[src/rtl/cpu_ctrl_pkg.sv]
// Shared encodings for the multi-cycle CPU control path: opcodes, ALUOp (also used by
// ALU_Ctrl), FSM states, mux selects and the decoded control vector.
package cpu_ctrl_pkg;

    localparam int unsigned AluOpW = 3;

    localparam logic [5:0] OpRType = 6'b000000;
    localparam logic [5:0] OpAddi  = 6'b001000;
    localparam logic [5:0] OpSltiu = 6'b001011;
    localparam logic [5:0] OpLui   = 6'b001111;
    localparam logic [5:0] OpOri   = 6'b001101;
    localparam logic [5:0] OpLw    = 6'b100011;
    localparam logic [5:0] OpSw    = 6'b101011;
    localparam logic [5:0] OpBeq   = 6'b000100;
    localparam logic [5:0] OpBne   = 6'b000101;
    localparam logic [5:0] OpJ     = 6'b000010;

    typedef enum logic [2:0] {
        AluRType = 3'd0,
        AluAddi  = 3'd1,
        AluSltiu = 3'd2,
        AluBeq   = 3'd3,
        AluLui   = 3'd4,
        AluOri   = 3'd5,
        AluBne   = 3'd6
    } alu_op_e;

    typedef enum logic [3:0] {
        StFetch  = 4'd0,
        StDecode = 4'd1,
        StExec   = 4'd2,
        StWb     = 4'd3,
        StAddr   = 4'd4,
        StMemRd  = 4'd5,
        StMemWb  = 4'd6,
        StMemWr  = 4'd7,
        StBranch = 4'd8,
        StJump   = 4'd9,
        StHalt   = 4'd10
    } state_e;

    typedef enum logic [1:0] {
        PcSrcAlu    = 2'd0,
        PcSrcAluOut = 2'd1,
        PcSrcJump   = 2'd2
    } pc_src_e;

    typedef enum logic [1:0] {
        SrcBRt    = 2'd0,
        SrcBFour  = 2'd1,
        SrcBBrOff = 2'd2,
        SrcBImm   = 2'd3
    } alu_src_b_e;

    typedef struct packed {
        logic       pc_we;
        pc_src_e    pc_src;
        logic       ir_we;
        logic       iord;
        logic       mem_rd;
        logic       mem_wr;
        logic       reg_we;
        logic       reg_dst;
        logic       mem_to_reg;
        logic       alu_src_a;
        alu_src_b_e alu_src_b;
        alu_op_e    alu_op;
    } ctrl_t;

    function automatic alu_op_e itype_alu_op(input logic [5:0] op);
        case (op)
            OpSltiu: return AluSltiu;
            OpLui:   return AluLui;
            OpOri:   return AluOri;
            default: return AluAddi;
        endcase
    endfunction

endpackage

[src/rtl/mc_out_dec.sv]
// Moore control-vector decode for the multi-cycle controller: state plus latched opcode,
// with zero/mem_ready only gating the PC and IR write enables.
module mc_out_dec
    import cpu_ctrl_pkg::*;
(
    input  state_e     state_i,
    input  logic [5:0] op_i,
    input  logic       zero_i,
    input  logic       mem_ready_i,
    output ctrl_t      ctrl_o
);

    always_comb begin
        ctrl_o = '0;
        case (state_i)
            StFetch: begin
                ctrl_o.mem_rd    = 1'b1;
                ctrl_o.alu_src_b = SrcBFour;
                ctrl_o.alu_op    = AluAddi;
                ctrl_o.ir_we     = mem_ready_i;
                ctrl_o.pc_we     = mem_ready_i;
            end
            // Branch target is computed speculatively into ALUOut.
            StDecode: begin
                ctrl_o.alu_src_b = SrcBBrOff;
                ctrl_o.alu_op    = AluAddi;
            end
            StExec: begin
                ctrl_o.alu_src_a = 1'b1;
                if (op_i == OpRType) begin
                    ctrl_o.alu_src_b = SrcBRt;
                    ctrl_o.alu_op    = AluRType;
                end else begin
                    ctrl_o.alu_src_b = SrcBImm;
                    ctrl_o.alu_op    = itype_alu_op(op_i);
                end
            end
            StWb: begin
                ctrl_o.reg_we  = 1'b1;
                ctrl_o.reg_dst = (op_i == OpRType);
            end
            StAddr: begin
                ctrl_o.alu_src_a = 1'b1;
                ctrl_o.alu_src_b = SrcBImm;
                ctrl_o.alu_op    = AluAddi;
            end
            StMemRd: begin
                ctrl_o.mem_rd = 1'b1;
                ctrl_o.iord   = 1'b1;
            end
            StMemWb: begin
                ctrl_o.reg_we     = 1'b1;
                ctrl_o.mem_to_reg = 1'b1;
            end
            StMemWr: begin
                ctrl_o.mem_wr = 1'b1;
                ctrl_o.iord   = 1'b1;
            end
            StBranch: begin
                ctrl_o.alu_src_a = 1'b1;
                ctrl_o.alu_src_b = SrcBRt;
                ctrl_o.pc_src    = PcSrcAluOut;
                if (op_i == OpBne) begin
                    ctrl_o.alu_op = AluBne;
                    ctrl_o.pc_we  = ~zero_i;
                end else begin
                    ctrl_o.alu_op = AluBeq;
                    ctrl_o.pc_we  = zero_i;
                end
            end
            StJump: begin
                ctrl_o.pc_we  = 1'b1;
                ctrl_o.pc_src = PcSrcJump;
            end
            default: ;
        endcase
    end

endmodule

[src/rtl/multi_cycle_ctrl.sv]
// Main control FSM of the multi-cycle MIPS-subset CPU with memory-wait timeout.
// Define MC_ILLEGAL_TRAP_EN to halt on unknown opcodes instead of treating them as NOPs.
module multi_cycle_ctrl
    import cpu_ctrl_pkg::*;
#(
    parameter int unsigned TIMEOUT = 15,
    parameter int unsigned ALUOP_W = AluOpW
) (
    input  logic               clk_i,
    input  logic               rst_i,
    input  logic [5:0]         opcode_i,
    input  logic               zero_i,
    input  logic               mem_ready_i,
    output logic               pc_we_o,
    output logic [1:0]         pc_src_o,
    output logic               ir_we_o,
    output logic               iord_o,
    output logic               mem_rd_o,
    output logic               mem_wr_o,
    output logic               reg_we_o,
    output logic               reg_dst_o,
    output logic               mem_to_reg_o,
    output logic               alu_src_a_o,
    output logic [1:0]         alu_src_b_o,
    output logic [ALUOP_W-1:0] ALUOp_o,
    output logic               bus_err_o,
    output logic               illegal_o,
    output logic [3:0]         state_o
);

    localparam int unsigned CntW = (TIMEOUT > 0) ? $clog2(TIMEOUT + 1) : 1;

    state_e          state_q, state_d;
    logic [CntW-1:0] cnt_q, cnt_d;
    logic            bus_err_q, bus_err_d;
    logic [5:0]      op_q;
    logic            wait_state;
    logic            timeout_hit;
    ctrl_t           ctrl;

`ifdef MC_ILLEGAL_TRAP_EN
    logic illegal_q, illegal_d;
`endif

    assign wait_state  = (state_q == StFetch) || (state_q == StMemRd) || (state_q == StMemWr);
    assign timeout_hit = (TIMEOUT != 0) && ((32'(cnt_q) + 32'd1) >= TIMEOUT);

    always_comb begin
        state_d   = state_q;
        cnt_d     = cnt_q;
        bus_err_d = bus_err_q;
`ifdef MC_ILLEGAL_TRAP_EN
        illegal_d = illegal_q;
`endif
        case (state_q)
            StFetch:  if (mem_ready_i) state_d = StDecode;
            StDecode: begin
                case (opcode_i)
                    OpRType, OpAddi, OpSltiu, OpLui, OpOri: state_d = StExec;
                    OpLw, OpSw:                             state_d = StAddr;
                    OpBeq, OpBne:                           state_d = StBranch;
                    OpJ:                                    state_d = StJump;
                    default: begin
`ifdef MC_ILLEGAL_TRAP_EN
                        state_d   = StHalt;
                        illegal_d = 1'b1;
`else
                        state_d   = StFetch;
`endif
                    end
                endcase
            end
            StExec:   state_d = StWb;
            StWb:     state_d = StFetch;
            StAddr:   state_d = (op_q == OpSw) ? StMemWr : StMemRd;
            StMemRd:  if (mem_ready_i) state_d = StMemWb;
            StMemWb:  state_d = StFetch;
            StMemWr:  if (mem_ready_i) state_d = StFetch;
            StBranch: state_d = StFetch;
            StJump:   state_d = StFetch;
            StHalt:   state_d = StHalt;
            default:  state_d = StFetch;
        endcase

        // A completing handshake always beats the timeout in the same cycle.
        if (wait_state && !mem_ready_i) begin
            if (timeout_hit) begin
                state_d   = StHalt;
                bus_err_d = 1'b1;
            end
            if (cnt_q != {CntW{1'b1}}) cnt_d = cnt_q + 1'b1;
        end

        if (state_d != state_q) cnt_d = '0;
    end

    always_ff @(posedge clk_i) begin
        if (!rst_i) begin
            state_q   <= StFetch;
            cnt_q     <= '0;
            bus_err_q <= 1'b0;
            op_q      <= '0;
        end else begin
            state_q   <= state_d;
            cnt_q     <= cnt_d;
            bus_err_q <= bus_err_d;
            if (state_q == StDecode) op_q <= opcode_i;
        end
    end

`ifdef MC_ILLEGAL_TRAP_EN
    always_ff @(posedge clk_i) begin
        if (!rst_i) illegal_q <= 1'b0;
        else        illegal_q <= illegal_d;
    end
    assign illegal_o = illegal_q;
`else
    assign illegal_o = 1'b0;
`endif

    mc_out_dec u_out_dec (
        .state_i     (state_q),
        .op_i        (op_q),
        .zero_i      (zero_i),
        .mem_ready_i (mem_ready_i),
        .ctrl_o      (ctrl)
    );

    assign pc_we_o      = ctrl.pc_we;
    assign pc_src_o     = ctrl.pc_src;
    assign ir_we_o      = ctrl.ir_we;
    assign iord_o       = ctrl.iord;
    assign mem_rd_o     = ctrl.mem_rd;
    assign mem_wr_o     = ctrl.mem_wr;
    assign reg_we_o     = ctrl.reg_we;
    assign reg_dst_o    = ctrl.reg_dst;
    assign mem_to_reg_o = ctrl.mem_to_reg;
    assign alu_src_a_o  = ctrl.alu_src_a;
    assign alu_src_b_o  = ctrl.alu_src_b;
    assign ALUOp_o      = ALUOP_W'(ctrl.alu_op);
    assign bus_err_o    = bus_err_q;
    assign state_o      = state_q;

endmodule

[config.mk]
export PLATFORM = sky130hd
export DESIGN_NAME = multi_cycle_ctrl
export DESIGN_NICKNAME = d
export VERILOG_FILES = /design/src/rtl/cpu_ctrl_pkg.sv /design/src/rtl/mc_out_dec.sv /design/src/rtl/multi_cycle_ctrl.sv
export SDC_FILE = /design/constraint.sdc
export NUM_CORES = 1
export LEC_CHECK = 0
export CORE_MARGIN = 4
export CORE_UTILIZATION = 45
export DETAILED_ROUTE_END_ITERATION = 16
export PLACE_DENSITY = 0.76
export SYNTH_ARGS = -nofsm -noshare
export SYNTH_HDL_FRONTEND = slang
export SYNTH_SLANG_ARGS = --single-unit
export TNS_END_PERCENT = 5
[constraint.sdc]
create_clock -name clk_i -period 5.3 [get_ports clk_i]
set_input_delay 1.06 -clock clk_i [delete_from_list [all_inputs] [get_ports clk_i]]
set_output_delay 1.06 -clock clk_i [all_outputs]
set_load 0.02 [all_outputs]
Yosys cells after proc, flatten, opt, wreduce, memory -nomap -nowiden
Index checks and enable logic that the tools add are counted.
Widths: inputs -> output; s select.
{ "word_totals": {"input_bits": 10, "out_inout_bits": 22, "reg_bits": 15, "word_cells": 75} }
{ "classes": {"magnitude_cmp": 1, "n_eq_ne": 26, "muxes": 23, "addsub": 2, "n_bitwise": 2, "reduce_logical": 17} }
{ "ops": {"columns": ["op", "count"], "rows": [
  ["$eq 6x4->1 const B", 7],
  ["$pmux 4 s7", 1],
  ["$pmux 5 s5", 1],
  ["$mux 4", 5],
  ["$eq 6x3->1 const B", 3],
  ["$eq 6x6->1 const B", 3],
  ["$eq 4x3->1 const B", 4],
  ["$pmux 4 s4", 1],
  ["$eq 4x4->1 const B", 3],
  ["$logic_not 6->1", 2],
  ["$reduce_or 2->1", 6],
  ["$mux 1", 9],
  ["$pmux 3 s3", 1],
  ["$eq 4x2->1 const B", 2],
  ["$eq 6x2->1 const B", 1],
  ["$add 4x1->5 const B", 1],
  ["$ge 5x4->1 const B", 1],
  ["$mux 5", 1],
  ["$reduce_or 5->1", 1],
  ["$add 4x1->4 const B", 1],
  ["$eq 4x1->1 const B", 1],
  ["$logic_not 4->1", 1],
  ["$ne 4x4->1", 1],
  ["$ne 4x4->1 const B", 1],
  ["10 further kinds", 13]
]} }

Depth between registers and ports, before layout
{ "logic_depth": {"word_depth": 8, "depth_mapped": 8, "ltp_nobuf": 8} }

Hierarchy
A second synthesis with hierarchy kept.
{ "hier_totals": {"hier_cells": 166, "area_unflattened_um2": 1360.1} }
{ "by_module_without_submodules": {"columns": ["mod", "instances", "cells_each", "seq_area_each_um2", "area_each_um2"], "rows": [
  ["multi_cycle_ctrl", 1, 115, 300.3, 1036.0],
  ["mc_out_dec", 1, 51, 0.0, 324.1]
]} }

Worst setup path before layout
OpenSTA, ideal clock, no wires.
{ "synth_path": {"kind": "reg-to-output", "start": "register state_q[0] (netlist: state_o[0])", "end": "output port ALUOp_o[2]", "stages_incl_launch_ff": 6, "path_slack_ps": 2383, "required_ps": 4240, "t_arrival_ps": 1857, "path_cell_list": "dfxtp_1 > clkbuf_1 > clkbuf_1 > nor3_1 > a32oi_1 > nor2_1"} }
{ "synth_between": {"elab_chain_cells": 2, "elab_cells_between_ends": 6} }
{ "synth_lines": {"columns": ["element", "line_no", "text"], "rows": [
  ["start, declared", "multi_cycle_ctrl.sv:33", "state_e state_q, state_d;"],
  ["start signal, assigned", "multi_cycle_ctrl.sv:99", "state_q <= StFetch;"],
  ["start signal, assigned", "multi_cycle_ctrl.sv:104", "state_q <= state_d;"],
  ["$eq 4x4->1, or another cell as far along", "mc_out_dec.sv:15", "case (state_i)"],
  ["$pmux 5 s5 *", "mc_out_dec.sv:15", null],
  ["end, declared", "multi_cycle_ctrl.sv:25", "output logic [ALUOP_W-1:0] ALUOp_o,"]
]} }
Every way passes the cells marked *; elsewhere a longest branch is shown, timed or not.

Worst setup path in the final report
{ "layout_path": {"start": "input port mem_ready_i", "end": "output port pc_we_o"} }
{ "layout_between": {"elab_chain_cells": 1} }
{ "layout_lines": {"columns": ["element", "line_no", "text"], "rows": [
  ["start, declared", "multi_cycle_ctrl.sv:13", "input logic mem_ready_i,"],
  ["$pmux 1 s3", "mc_out_dec.sv:15", null],
  ["end, declared", "multi_cycle_ctrl.sv:14", "output logic pc_we_o,"]
]} }
No other way between the ends.

==> reports/qor_table.md <==
| Stage | Parameter | Value |
|:---|:---|:---|
| status | Outcome | finished, final reports clean |
| synthesis | Ys Warns | 0 |
| critical path | Cell at the slowest stage of the critical path | clkdlybuf4s50_1 |
| sta | Setup violators final | 0 |
| routing | Vias | 1219 |
| critical path | Arrival time at the worst endpoint | 2.60 ns |
| synthesis | Cell count after synthesis | 155 |
| synthesis | Top cells by count, synth | nand2_1, nor2_1, dfxtp_1 |
| synthesis | Share of the yosys chip area belonging to registers | 0.263 |
| global routing | Tot GR Track Use | 0.178 |
| cts | Number of buffers inserted by post-CTS setup repair | 0 |
| flow run | Max-capacitance violation count | 0 |
| die | Width of the chip | 58.3 um |
| routing | Post-Route M1 WL | 1330 um |
| synthesis | Fraction of synthesized area in multiplexers | 0.00878 |
| routing | DRC errors left | 0 |
| synthesis | Synth Area in XOR/XNOR | 0.0384 |
| global routing | Wire length of the first global-routing pass | 4820 um |
| critical path | Category of the most critical setup path | input pin to output pin |
| synthesis | Area share of fa/ha/maj cells after synthesis | 0.0220 |
| sta | Hold Fails Final Rpt | 0 |
| cts | Sink Count | 15 |
| cts | H-tree lvl count | 1 |
| synthesis | Most common cell in the synthesized netlist | nand2_1 |
| min path | Worst hold path depth | 2 |
| cts | CTS Buffer Depth | 2 |
| routing | Initial DRC count | 32 |
| synthesis | Post-synth top area share | 0.263 |
| synthesis | Syn nets | 167 |
| die | Area of the placeable core | 0.00232 mm2 |
| routing | Final routed wirelength across all metal layers | 2950 um |
| routing | Wire length per cell after detailed routing | 14.2 um |
| synthesis | Post-synthesis simple-gate area fraction | 0.366 |
| routing | Sum of met2 wire segment lengths after detailed routing | 1390 um |
| sta | Setup repair after global routing missed its margin | no |
| sta | Crit share post-route | 0.691 |
| synthesis | Most area-consuming cells after synthesis | dfxtp_1, nand2_1, nor2_1 |
| critical path | Delay-heaviest family, CP | buffers and inverters |
| routing | Post-route ant nets | 0 |
| cts | Clk pin slew, worst setup/hold paths | 0.09 ns |
| critical path | Depth of the critical timing path with buffers and inverters included | 4 |
| finish | Layout Utilization | 0.628 |
| die | Height of the die | 58.3 um |
| routing | Top layer used by detailed routing | met4 |
| cts | Total of hold buffers inserted after clock tree synthesis | 0 |
| cts | TritonCTS clock tree | yes |
| finish | Final antenna diode count | 0 |
| cts | Insertion delay of the later-clocked pin in the worst-skew pair | 0.28 ns |
| sta | Least-Margin Pin Slew | 0.658 ns |
| critical path | CP peak stage delay | 0.54 ns |
| die | Area enclosed by the die boundary | 0.00340 mm2 |
| critical path | Worst EP required | 4.24 ns |
| critical path | Type of destination of the critical path | output pin |
| routing | Number of detailed-routing iterations run before antenna repair | 4 |
| finish | Final-stage net count | 193 |
| place | Placed insts | 204 |
| global routing | Initial antenna violation count | 0 |
| sta | Worst-case clock skew | 0.000677 ns |
| synthesis | Flop and latch count out of synthesis | 15 |
| synthesis | EDFF count, synth | 0 |
| critical path | Most numerous cell on the critical path | clkdlybuf4s50_1 |
| synthesis | Synth Area in Compound Gates | 0.241 |
| global routing | Vias in the first global route | 1083 |
| finish | Area growth, synth to finish | 27.7% |
| sta | Final critical path time including I/O delays and setup | 3.66 ns |
| routing | Met3 WL | 193 um |
| place | Global placement routability congestion | 0.840 |
| sta | Highest clock frequency the design can meet | 273 MHz |
| pwr | Total power | 246 uW |
| synthesis | Post-Synthesis Mean Instance Area | 7.35 um2 |
| place | Post-DP HPWL | 2280 um |
| finish | Post-layout instance count excluding filler cells | 208 |
| cts | PostCTS Resize Cnt | 0 |
| global routing | Gr ovfl total | 0 |
| routing | Via-per-instance ratio | 5.86 |
| synthesis | Area leader, netlist | dfxtp_1 |
| critical path | Maximum fanout encountered on the critical timing path | 6 |
| critical path | Worst setup SP type | input pin |
| die | Number of placed I/O pins | 32 |
| sta | Worst hold slack | 0.494 ns |
| pwr | Power Density | 169 mW/mm2 |
| synthesis | Post-synth design cell area | 0.00114 mm2 |
| critical path | Critical path, cell by cell | clkdlybuf4s50_1 -> and3_1 -> a211o_1 -> clkdlybuf4s50_1 |
| sta | Pins Over Slew Limit | 0 |
| die | Site row count | 17 |
| synthesis | Number of distinct library cells after synthesis | 47 |
| critical path | Crit path buffers/inverters | 2 |
| die | Initial Util | 0.492 |
| place | Port Buf Inserts | 30 |
| sta | Post-route setup TNS | 0 ns |
| sta | Worst max-slew margin expressed relative to the limit | 0.561 |
| pwr | IR Drop Worst-Case VDD | 170 uV |
| critical path | Reg2Reg Depth | 6 |
| synthesis | Share of flip-flops with an asynchronous set or reset after synthesis | 0 |
| min path | Min-Delay Path Class | flip-flop to flip-flop |
| synthesis | Top FF cell, synth | dfxtp_1 |
| cts | Root buffer cell | clkbuf_4 |
| cts | Number of buffers inserted during clock tree synthesis | 3 |
| synthesis | Main combinational cell family by area after synthesis | simple AND/OR/NAND/NOR gates |
| finish | Layout cells sized above 1 | 0.0556 |
| global routing | Largest net degree at the start of global routing | 23 |
| pwr | Static Leakage | 0.000507 uW |
power by group:
group	switching, uW	internal [uW]
clock network	36.2	29.2
logic	29.5	26.5
registers	7.74	117
total	73.4	172
flip-flops by register name, indices dropped and copies added (netlist names):
register	flops
cnt_q	4
op_q	6
bus_err_o	1
state_o	4
final timing paths:
kind               to         from  slack, ns
max           pc_we_o  mem_ready_i       1.64
min           op_q[4]      op_q[4]       0.49
max reg2reg  cnt_q[0]   state_o[0]       2.87
min reg2reg   op_q[4]      op_q[4]       0.49
cell type report:
type	count	area (um2)
Fill cell	219	863
Multi-Input combinational cell	126	774
Sequential cell	15	300
Timing Repair Buffer	30	300
Tap cell	28	35.0
Clock buffer	4	26.3
Inverter	5	18.8
cells by family after synthesis:
family | Yosys count
flops | 15
mux | 1
simple gates | 79
fa+ha+maj | 2
xor+xnor | 5
buf+inv | 14
compound gates | 38
other cells | 1
placed cells by master (no fill, tap or decap), types with 2 or more instances in the layout:
cell | Yosys | final
a211o_1 | 2 | 2
a211oi_2 | 2 | 2
a21boi_0 | 7 | 7
a21oi_1 | 6 | 6
a31oi_1 | 3 | 3
clkbuf_4 | 0 | 3
clkdlybuf4s50_1 | 0 | 30
dfxtp_1 | 15 | 15
ha_1 | 2 | 2
inv_1 | 5 | 5
nand2_1 | 21 | 21
nand2b_1 | 6 | 6
nand3_1 | 5 | 5
nand3b_1 | 2 | 2
nand4_1 | 2 | 2
nand4b_1 | 2 | 2
nor2_1 | 16 | 16
nor3_1 | 7 | 7
nor3b_1 | 2 | 2
nor4_1 | 2 | 2
o211ai_1 | 2 | 2
o21a_1 | 3 | 3
o21ai_0 | 2 | 2
o22ai_1 | 2 | 2
o31ai_1 | 3 | 3
or2_2 | 2 | 2
or3_1 | 4 | 4
or4b_1 | 2 | 2
xnor2_1 | 2 | 2
xor2_1 | 3 | 3
layer usage:
metal,GRT usage,vias to the layer above
li1,-,607
met4,0.0629,0
met5,0,-
met3,0.0175,5
met1,0.231,555
met2,0.306,52
through the flow:
stage                     setup slack [ns]  area [um2]
after floorplan                       2.38        1140
after detailed placement              1.66        1430
after global routing                  1.61        1460
final                                 1.64        1460
after global placement                1.70        1430
after CTS                             1.65        1460
worst min-delay path, delay by kind of cell (launching register included):
kind / cells / cell delay [ns]
AO/OA/AOI/OAI: 1 / 0.07
AND/OR/NAND/NOR: 1 / 0.05
flip-flops: 1 / 0.33
Note: power is estimated with default switching activity, not from simulation.
==> edit 1, RTL diff (config.mk and constraints unchanged) <==
Add a define of `MC_ILLEGAL_TRAP_EN`.
--- a/src/rtl/multi_cycle_ctrl.sv
+++ b/src/rtl/multi_cycle_ctrl.sv
@@ -1,4 +1,6 @@
 // Main control FSM of the multi-cycle MIPS-subset CPU with memory-wait timeout.
 // Define MC_ILLEGAL_TRAP_EN to halt on unknown opcodes instead of treating them as NOPs.
+`define MC_ILLEGAL_TRAP_EN
+
 module multi_cycle_ctrl
     import cpu_ctrl_pkg::*;
Check against the original RTL: not equivalent (a bounded check fails within 4 cycles, from zero or initial values and one cycle with rst_i low).
==> edit 1 against the original RTL <==
Register-to-register slack improved by 150 ps; area after synthesis increased by 6.9%; core utilization decreased by 1.3 points; sequential cell count increased by 1; hold slack got worse by 16 ps; routed wire length increased by 4.4%; worst setup slack got worse by 110 ps; non-clock buffer count increased by 1; cell area increased by 6.6%.
Power is not compared: it rests on default switching activity, and its combinational part moved more than twofold at a synthesized area within 25%.
==> edit 1: results (changes against the original RTL) <==
status: completed (unchanged)
initial DRC count: 71 (was 32)
Total GRT Usage: 18.3% (was 17.8%)
Top FF cell, synth: dfxtp_1 (unchanged)
R2R Path End: state_o[1] (was cnt_q[0])
Total Routed Length: 3.09 mm (was 2.95 mm)
met2 track demand over resource: 30.2% (was 30.6%)
Fillers: 241 (was 219)
# port buffers: 31 (was 30)
worst-path fanout max: 10 (was 6)
final setup skew: 7.99 ps (was 0.677 ps)
hold_sp: illegal_o (was op_q[4])
Synth cell types: 44 (was 47)
Layout Nets: 207 (was 193)
Hold Crit Depth: 1 (was 2)
GRT met3 Usage: 3.24% (was 1.75%)
top area cells in the synthesized netlist: dfxtp_1, nand2_1, nor2_1 (unchanged)
Synth Net Count: 182 (was 167)
grt met1 use: 24.3% (was 23.1%)
Worst EP arrival: 2720 ps (was 2600 ps)
Hold EP: illegal_o (was op_q[4])
fraction of layout cells with a size suffix above 1: 4.12% (was 5.56%)
slew margin rel.: 49.1% (was 56.1%)
Reg2Reg Setup Slack: 3020 ps (was 2870 ps)
Synth top cells by count: nand2_1, nor2_1, dfxtp_1 (unchanged)
largest net degree at the start of global routing: 22 (was 23)
DP Wirelength: 2.43 mm (was 2.28 mm)
vias in the first global route: 1,196 (was 1,083)
Final GP Congestion: 0.842 (was 0.840)
initial antenna violation count: 0 (unchanged)
Vias per Instance: 5.92 (was 5.86)
post-synthesis sequential area ratio: 26.3% (about the same)
[edit 1: changes by cell type after synthesis, moves of 3 or more]
| cell | before | now |
|---|---|---|
| o21ai_0 | 2 | 9 |
| or3_1 | 4 | 1 |
| nand2_1 | 21 | 27 |
| nor2_1 | 16 | 19 |
[edit 1: worst max path at each step]
stage | from | end | slack (ps)
after global routing | mem_ready_i | pc_we_o | 1480
final | mem_ready_i | pc_we_o | 1520
after CTS | mem_ready_i | pc_we_o | 1560
after detailed placement | mem_ready_i | pc_we_o | 1570
after floorplan | mem_ready_i | pc_we_o | 2360
after global placement | mem_ready_i | pc_we_o | 1570
[edit 1: per-layer routing]
metal	up-vias	wire [µm]
met5	-	0
met4	0	27
met3	4	151
met2	31	1480
met1	637	1420
li1	654	-
[edit 1: layout make-up]
class / instances / area [µm²] / area share [%]
multi-input combinational: 139 / 832 / 53.6
sequential: 16 / 320 / 20.6
timing repair buffer: 31 / 310 / 20.0
tap: 30 / 37.5 / 2.42
clock buffer: 4 / 36.3 / 2.34
inverter: 4 / 15.0 / 0.968
[edit 1: metrics by stage]
step	utilization (%)	cells	hold WS (ps)	total power, µW	area (µm²)
2_1_floorplan	-	170	457	276	1220
3_3_place_gp	60.1	220	456	342	1520
3_5_place_dp	60.1	220	464	346	1520
4_1_cts	61.5	224	485	427	1550
5_1_grt	61.5	224	508	454	1550
6_report	61.5	224	478	424	1550
[edit 1: power by group through the flow]
| stage | Combinational [µW] | Sequential (µW) | Clock, µW |
|---|---|---|---|
| after floorplan | 128 | 148 | 0 |
| after global placement | 184 | 159 | 0 |
| after detailed placement | 187 | 160 | 0 |
| after CTS | 188 | 157 | 82.9 |
| after global routing | 203 | 161 | 89.8 |
| final | 187 | 157 | 80.5 |
[edit 1: worst reg2reg max path, delay by kind of cell, from the launching register on]
family / cells / cell delay [ps]
AOI/OAI and AO/OA: 2 / 400
and+or+nand+nor: 3 / 1150
DFF: 1 / 680
[edit 1: cell families after synthesis]
group / share of synthesized area (%)
XOR/XNOR: 4.31
buffers and inverters: 5.44
multiplexers: 1.64
AO/OA/AOI/OAI: 27.0
flip-flops: 26.3
AND/OR/NAND/NOR: 33.3
adder cells (fa/ha/maj): 2.05
==> edit 2, RTL diff (config.mk and constraints unchanged) <==
Made on the original files. Put one more register stage on the output `bus_err_o`, without a reset. The value now appears one clock later. The other outputs are not delayed to match.
--- a/src/rtl/multi_cycle_ctrl.sv
+++ b/src/rtl/multi_cycle_ctrl.sv
@@ -139,5 +139,7 @@
     assign alu_src_b_o  = ctrl.alu_src_b;
     assign ALUOp_o      = ALUOP_W'(ctrl.alu_op);
-    assign bus_err_o    = bus_err_q;
+    always_ff @(posedge clk_i) begin
+        bus_err_o <= bus_err_q;
+    end
     assign state_o      = state_q;
 
Behaviour: no difference found for any inputs over 10 cycles, from zero or initial values and one cycle with rst_i low; that may be too few to reach the edited logic, so the function may still have changed.
==> edit 2 against the original RTL <==
Worst setup slack worse by 64 ps; area after synthesis is 4.6% higher; non-clock buffer count stayed put; synthesized cell count is 2.6% lower; sequential power is 6% higher; sequential cell count is 1 higher; cell area is 4.0% higher; power is 5.0% higher; via count is 2.8% lower; first-iteration DRC count is 81% higher; sequential share of layout area is 0.52 points higher; global-route usage is 0.62 points lower; routed wire length is 4.6% lower; critical endpoint unchanged; largest cell class unchanged; largest power group unchanged; highest routed layer is now met3.
==> edit 2: results (changes against the original RTL) <==
largest net degree at the start of global routing: 19 (was 23)
Min-Delay Path Class: flip-flop to flip-flop (unchanged)
DP Wirelength: 2.22 mm (was 2.28 mm)
Finished Cell Area: 1510 µm² (was 1460 µm²)
Peak supply drop: 0.000231 V (was 0.000170 V)
leakage power: 0.000553 µW (was 0.000507 µW)
final setup skew: 1.67 ps (was 0.677 ps)
Synth cell types: 55 (was 47)
Max clock buf depth: 2 (unchanged)
worst-path fanout max: 6 (unchanged)
Worst-Skew Late Latency: 270 ps
fraction of layout cells with a size suffix above 1: 9.04% (was 5.56%)
post-synthesis sequential area ratio: 26.9% (was 26.3%)
vias in the first global route: 1,035 (was 1,083)
Synth top cells by count: nor2_1, dfxtp_1, nand2_1 (was nand2_1, nor2_1, dfxtp_1)
Synth Net Count: 163 (was 167)
Num CTS Buffers: 3 (unchanged)
Top FF cell, synth: dfxtp_1 (unchanged)
number of antenna diodes: 0 (unchanged)
CTS root buf: clkbuf_4 (unchanged)
status: completed (unchanged)
# port buffers: 30 (unchanged)
number of synthesized flops with an enable pin: 0 (unchanged)
Worst EP arrival: 2670 ps (was 2600 ps)
CTS H-Tree Depth: 1 (unchanged)
top area cells in the synthesized netlist: dfxtp_1, nor2_1, mux2i_1 (was dfxtp_1, nand2_1, nor2_1)
ys async rst share: 0% (unchanged)
wire length per cell: 13.6 µm (was 14.2 µm)
# Post-CTS Setup Buffers: 0 (unchanged)
Layout Nets: 191 (was 193)
Yosys Warn Count: 0 (unchanged)
global-route wire length before repair: 4.66 mm (was 4.82 mm)
initial DRC count: 58 (was 32)
Vias: 1,185 (was 1,219)
register with the most flip-flops: op_q (unchanged)
Final GP Congestion: 0.809 (was 0.840)
Largest register FFs: 6 (unchanged)
Least-Margin Pin Slew: 652 ps (was 658 ps)
initial antenna violation count: 0 (unchanged)
PostCTS Resize Cnt: 0 (unchanged)
drt pass-1 iters: 4 (unchanged)
Total GRT Usage: 17.2% (was 17.8%)
final setup TNS: 0 ps (unchanged)
Clock transition at path regs: 80 ps
-- edit 2: kinds of logic after synthesis --
family | share of synthesized area (%)
AND/OR/NAND/NOR | 34.9
AO/OA/AOI/OAI | 21.2
flip-flops | 26.9
buffers and inverters | 5.14
XOR/XNOR | 4.41
multiplexers | 5.04
adder cells (fa/ha/maj) | 2.10
other | 0.314
-- edit 2: worst paths after layout --
path                     to         from  cells past startpoint  slack, ps
hold reg to reg   bus_err_o    bus_err_q                      0        360
hold / removal    bus_err_o    bus_err_q                      0        360
setup / recovery    pc_we_o  mem_ready_i                      4       1570
setup reg to reg   cnt_q[0]     cnt_q[0]                      8       2950
-- edit 2: worst max-delay path, cell delays in order --
cell	delay (ps)
clkdlybuf4s50_1	550
and3_1	230
a211o_1	270
clkdlybuf4s50_1	550
-- edit 2: layout make-up --
cell class | instances | area (µm²)
clock buffer | 3 | 22.5
fill | 227 | 986
inverter | 6 | 22.5
multi-input combinational | 122 | 811
sequential | 16 | 320
tap | 30 | 37.5
timing repair buffer | 30 | 300
-- edit 2: per-stage QoR --
stage | util [%] | std cells | hold WS [ps] | setup slack, ps
5_1_grt | 60.6 | 207 | 367 | 1550
3_3_place_gp | 59.7 | 204 | 341 | 1620
6_report | 60.6 | 207 | 357 | 1570
3_5_place_dp | 59.7 | 204 | 338 | 1590
2_1_floorplan | - | 151 | 331 | 2100
4_1_cts | 60.6 | 207 | 356 | 1580
-- edit 2: report_power, final --
group          total [µW]  switching [µW]  internal (µW)
combinational        66.0            34.3           31.8
sequential            132            7.60            125
clock                59.9            33.6           26.3
total                 258            75.4            183
-- edit 2: metal layers --
metal,GRT usage [%],vias to the layer above,part of all wire [%]
met2,28.2,32,50
li1,-,602,-
met1,22.4,551,45
met3,4.58,0,4.8
met5,0,-,0
met4,3.88,0,0
